<file path="config.mk">
export PLATFORM = sky130hd
export DESIGN_NAME = task_op_issuer
export DESIGN_NICKNAME = d
export VERILOG_FILES = /design/src/rtl/task_op_issuer.sv
export SDC_FILE = /design/constraint.sdc
export NUM_CORES = 1
export LEC_CHECK = 0
export ABC_CLOCK_PERIOD_IN_PS = 2020
export CAP_MARGIN = 10
export CORE_AREA = 8 8 113 115
export CTS_CLUSTER_SIZE = 30
export DETAILED_ROUTE_END_ITERATION = 8
export DIE_AREA = 0 0 121 123
export PLACE_DENSITY = 0.68
export SYNTH_ARGS = -nofsm -noshare
export SYNTH_HDL_FRONTEND = slang
export SYNTH_SLANG_ARGS = --single-unit
</file>
<file path="constraint.sdc">
create_clock -name CLK -period 2.02 [get_ports CLK]
set_input_delay 0.404 -clock CLK [delete_from_list [all_inputs] [get_ports CLK]]
set_output_delay 0.404 -clock CLK [all_outputs]
set_load 0.01 [all_outputs]
</file>
<file path="src/rtl/task_op_issuer.sv">
// task_op_issuer: queues task-op commands and serialises them onto the per-node
// 16-bit op buses as a held command word followed by an idle (zero) word.
//
// Command handshake: a command transfers on a rising CLK edge where cmd_valid and
// cmd_ready are both high; cmd_ready depends only on registered state (FIFO not full),
// and the source must hold the command fields stable while cmd_valid waits for cmd_ready.
module task_op_issuer #(
    parameter int FIFO_DEPTH  = 4,
    parameter int HOLD_CYCLES = 2,
    parameter int GAP_CYCLES  = 1
) (
    input  logic                          CLK,
    input  logic                          RST_N,
    input  logic                          cmd_valid,
    output logic                          cmd_ready,
    input  logic [1:0]                    cmd_node,
    input  logic [3:0]                    cmd_task_id,
    input  logic [3:0]                    cmd_opcode,
    input  logic [3:0]                    cmd_arg,
    output logic [15:0]                   out_op_node0,
    output logic [15:0]                   out_op_node1,
    output logic                          busy,
    output logic [$clog2(FIFO_DEPTH):0]   fifo_count,
    output logic                          err_opcode,
    output logic [1:0]                    dbg_state
);

    localparam int PTR_W   = $clog2(FIFO_DEPTH);
    localparam int CNT_W   = PTR_W + 1;
    localparam int TMR_MAX = (HOLD_CYCLES > GAP_CYCLES) ? HOLD_CYCLES : GAP_CYCLES;
    localparam int TMR_W   = $clog2(TMR_MAX + 1);

    typedef enum logic [1:0] {
        S_IDLE  = 2'd0,
        S_DRIVE = 2'd1,
        S_GAP   = 2'd2
    } state_t;

    // FIFO entry layout: {node[1:0], task_id[3:0], opcode[3:0], arg[3:0]}
    logic [13:0]      r_mem [FIFO_DEPTH];
    logic [PTR_W-1:0] r_wr_ptr;
    logic [PTR_W-1:0] r_rd_ptr;
    logic [CNT_W-1:0] r_count;

    state_t           r_state;
    logic [TMR_W-1:0] r_tmr;
    logic [15:0]      r_op0;
    logic [15:0]      r_op1;
    logic [3:0]       r_tag0;
    logic [3:0]       r_tag1;
    logic             r_err;

    logic        w_full;
    logic        w_empty;
    logic        w_accept;
    logic        w_push;
    logic        w_pop;
    logic [13:0] w_head;
    logic        w_sel0;
    logic        w_sel1;

    assign w_full   = (r_count == CNT_W'(FIFO_DEPTH));
    assign w_empty  = (r_count == '0);
    assign w_accept = cmd_valid && !w_full;
    // Opcode 0 would look like an idle word on the bus, so it is never queued.
    assign w_push   = w_accept && (cmd_opcode != 4'h0);
    // Pop only when the bus is free: from IDLE, or at the last GAP cycle.
    assign w_pop    = !w_empty && ((r_state == S_IDLE) ||
                                   ((r_state == S_GAP) && (r_tmr == '0)));
    assign w_head   = r_mem[r_rd_ptr];
    // Node select: 00 -> node0, 01 -> node1, 1x -> broadcast to both.
    assign w_sel0   = w_head[13] | ~w_head[12];
    assign w_sel1   = w_head[13] |  w_head[12];

    assign cmd_ready    = !w_full;
    assign busy         = (r_state != S_IDLE) || !w_empty;
    assign fifo_count   = r_count;
    assign err_opcode   = r_err;
    assign out_op_node0 = r_op0;
    assign out_op_node1 = r_op1;
    assign dbg_state    = r_state;

    // Storage array: written at the tail on every push; contents need no reset.
    always_ff @(posedge CLK) begin
        if (w_push) begin
            r_mem[r_wr_ptr] <= {cmd_node, cmd_task_id, cmd_opcode, cmd_arg};
        end
    end

    // FIFO pointers and occupancy; pointers wrap naturally since depth is a power of 2.
    always_ff @(posedge CLK or negedge RST_N) begin
        if (!RST_N) begin
            r_wr_ptr <= '0;
            r_rd_ptr <= '0;
            r_count  <= '0;
        end else begin
            if (w_push) r_wr_ptr <= r_wr_ptr + 1'b1;
            if (w_pop)  r_rd_ptr <= r_rd_ptr + 1'b1;
            case ({w_push, w_pop})
                2'b10:   r_count <= r_count + 1'b1;
                2'b01:   r_count <= r_count - 1'b1;
                default: r_count <= r_count;
            endcase
        end
    end

    // Sticky flag for accepted commands carrying the illegal opcode 0.
    always_ff @(posedge CLK or negedge RST_N) begin
        if (!RST_N) begin
            r_err <= 1'b0;
        end else if (w_accept && (cmd_opcode == 4'h0)) begin
            r_err <= 1'b1;
        end
    end

    // Bus sequencer: IDLE -> DRIVE (hold word) -> GAP (zero word) -> DRIVE or IDLE.
    always_ff @(posedge CLK or negedge RST_N) begin
        if (!RST_N) begin
            r_state <= S_IDLE;
            r_tmr   <= '0;
            r_op0   <= 16'h0000;
            r_op1   <= 16'h0000;
            r_tag0  <= 4'h0;
            r_tag1  <= 4'h0;
        end else if (w_pop) begin
            r_op0   <= w_sel0 ? {r_tag0, w_head[11:0]} : 16'h0000;
            r_op1   <= w_sel1 ? {r_tag1, w_head[11:0]} : 16'h0000;
            if (w_sel0) r_tag0 <= r_tag0 + 4'h1;
            if (w_sel1) r_tag1 <= r_tag1 + 4'h1;
            r_state <= S_DRIVE;
            r_tmr   <= TMR_W'(HOLD_CYCLES - 1);
        end else begin
            case (r_state)
                S_DRIVE: begin
                    if (r_tmr == '0) begin
                        r_op0   <= 16'h0000;
                        r_op1   <= 16'h0000;
                        r_state <= S_GAP;
                        r_tmr   <= TMR_W'(GAP_CYCLES - 1);
                    end else begin
                        r_tmr <= r_tmr - 1'b1;
                    end
                end
                S_GAP: begin
                    if (r_tmr == '0) begin
                        r_state <= S_IDLE;
                    end else begin
                        r_tmr <= r_tmr - 1'b1;
                    end
                end
                default: begin
                    r_op0   <= 16'h0000;
                    r_op1   <= 16'h0000;
                    r_state <= S_IDLE;
                end
            endcase
        end
    end

endmodule

</file>
==> out/metrics.csv <==
metric,value,unit
Synth area leader,edfxtp_1,
maximum vdd ir drop,0.616,mV
Power Dens Cells,1600,nW/µm²
gr ovfl total,0,
fin util,49.7,%
placed insts,456,
final hold viol count,0,
synthesized instance count,236,
fmax,506,MHz
CTS tree,done,
FF-to-FF End,fifo_count[2],
Final ANT Viol Nets,0,
layout net count,350,
die extent in y,123,µm
Synth Area in XOR/XNOR,2.51,%
max_cap viols,0,
Async SR Flop Fraction,48.1,%
clock tree buffer depth,2,
mux contribution to synthesized area,8.91,%
top-count cell post-synth,edfxtp_1,
vias per inst,4.97,
Avg WL per Cell,17.3,µm
clock tree root buffer cell,clkbuf_16,
# IOs,57,
WS Path Type,reg2out,
Finished Layout Cells,473,
row count,39,
number of synthesized flops with an enable pin,56,
total die area,14900,µm²
final slew viol count,0,
clk slew on worst S/H paths,0.08,ns
number of DRC markers in iteration 0,155,
post-route clock period utilization,97.8,%
Least-Margin Pin Slew,0.666,ns
number of global-route vias before repair,2525,
synthesized area per cell,17.7,µm²
Compound-Gate Fraction of Synth Area,8.31,%
Clock Latency Late Sink,0.35,ns
Total GRT Usage,11.7,%
syn_nets,261,
share of cells above drive strength 1,25.8,%
most frequently used flop master after synthesis,edfxtp_1,
GP Congestion,0.759,
Die Wd,121,µm
status,"finished, final reports clean",
RSZ-0062 raised after global routing,yes,
"Distinct cells, synth",37,
slew margin rel.,55.6,%
first-pass GRT wire length,13400,µm
largest family of logic cells by synthesized area,multiplexers,
Leak Pwr,0.00219,µW
Num CTS Buffers,9,
Detail Placement HPWL,5780,µm
port buffer count,56,
Synth Warn #,0,
fin crit period,1.98,ns
adder-cell share of the synthesized area,2.57,%
synth cell count leaders,"56 x edfxtp_1, 52 x dfrtp_1, 32 x a22o_1",
synthesis-to-finish area growth,31.6,%
Post-Synth Simple-Gate Area,4.19,%
min-delay worst type,in2async,
Crit path required time,1.62,ns
Layout Skew,0.0105,ns
Reg-to-Reg Start,fifo_count[1],
DRC,0,
ANT cells,0,
Worst EP arrival,1.57,ns
Total Power,8800,µW
sequential-to-total area share from yosys stat,71.3,%
# setup viols final,0,
post-synthesis cell area,4180,µm²
pin count of the biggest net entering global routing,53,
Synth Register Bits,108,
Pre-antenna DRT Iters,4,
initial antenna violation count,0,
startpoint types,register,
Num Clock Sinks,108,
CP max FO,3,
post-route setup TNS,0,ns
CORE AREA,11100,µm²
CP endpoint kind,output pin,
depth of the CTS H-tree,3,
area share of the largest cell type after synthesis,40.2,%
total wire length,8200,µm
top post-synthesis cells by area,"edfxtp_1 40%, dfrtp_1 31%, mux4_2 7.5%",
Via Count,2351,
R2R depth,11,
R2R setup slack,0.10,ns
WHS,0.175,ns
Initial Utilization,37.8,%
==> layout by cell type (no fill, tap or decap), types with 6 or more instances in the layout <==
cell type,netlist,final
buf_4,0,27
a22o_1,32,32
edfxtp_1,56,56
ha_1,7,6
clkdlybuf4s50_1,0,49
xor2_1,6,6
clkbuf_16,0,11
nand2_1,6,6
dfrtp_1,52,52
mux4_2,14,14
xnor2_1,6,6
==> layout make-up <==
type	count	area, µm²
fill	922	5570
clock buffer	11	275
tap	143	179
sequential	108	2980
clock inverter	5	43.8
inverter	8	32.5
timing repair buffer	88	843
multi-input combinational	110	1150
==> power by group <==
| group | internal [µW] | leakage (µW) | switching [µW] | total, µW |
|---|---|---|---|---|
| Combinational | 1970 | 0.000857 | 1670 | 3650 |
| Clock | 1010 | 0.000158 | 812 | 1820 |
| Sequential | 2990 | 0.00117 | 346 | 3330 |
| Total | 5970 | 0.00219 | 2830 | 8800 |
==> worst max-delay path by stage <==
stage | from | to | slack (ns) | cells after the start
final | fifo_count[2] | busy | 0.04 | 3
after global routing | fifo_count[1] | fifo_count[2] | -0.02 | 11
after CTS | cmd_opcode[2] | fifo_count[2] | 0.003 | 10
after detailed placement | cmd_opcode[2] | fifo_count[2] | -0.70 | 10
after global placement | cmd_opcode[2] | fifo_count[2] | -0.62 | 10
after floorplan | cmd_opcode[2] | fifo_count[2] | -0.24 | 10
==> worst max-delay path, cell delays in order (launching register included) <==
cell and delay [ns]:
dfrtp_1 0.38, or3_4 0.40, or3_1 0.31, buf_2 0.15
==> cell families after synthesis <==
| family | count (synthesis) |
|---|---|
| AOI/OAI and AO/OA | 42 |
| xor gates and xnor gates | 12 |
| adders and majority gates | 8 |
| buffers and inverters | 18 |
| DFF | 108 |
| muxes | 19 |
| and+or+nand+nor | 29 |
==> layer usage <==
| layer | GRT usage [%] | vias up | share of wire [%] |
|---|---|---|---|
| li1 | - | 1088 | - |
| met1 | 14.5 | 1198 | 45 |
| met2 | 19.1 | 56 | 49 |
| met3 | 3.42 | 9 | 5.2 |
| met4 | 4.22 | 0 | 1.2 |
| met5 | 0 | - | 0 |
==> state kept, by name, summed over array words and instances (netlist names) <==
signal and flops:
r_tmr 2, r_wr_ptr 2, out_op_node0 16, r_rd_ptr 2, r_tag1 4, r_mem 56
fifo_count 3, dbg_state 2, r_tag0 4, out_op_node1 16, err_opcode 1
==> repair_timing <==
action                     4_1_cts  5_1_grt
setup endpoints to repair        4       12
resized for setup               20        8
pin swaps                        5        5
hold buffers                     0        0
setup buffers                    0        1
==> metrics by stage <==
step           worst slack, ns  cell area (µm²)
3_5_place_dp            -0.696             5170
2_1_floorplan           -0.237             4210
3_3_place_gp            -0.616             5170
4_1_cts                0.00274             5490
5_1_grt                -0.0220             5510
6_report                0.0438             5510
No activity file was read; power rests on OpenSTA's default activity.
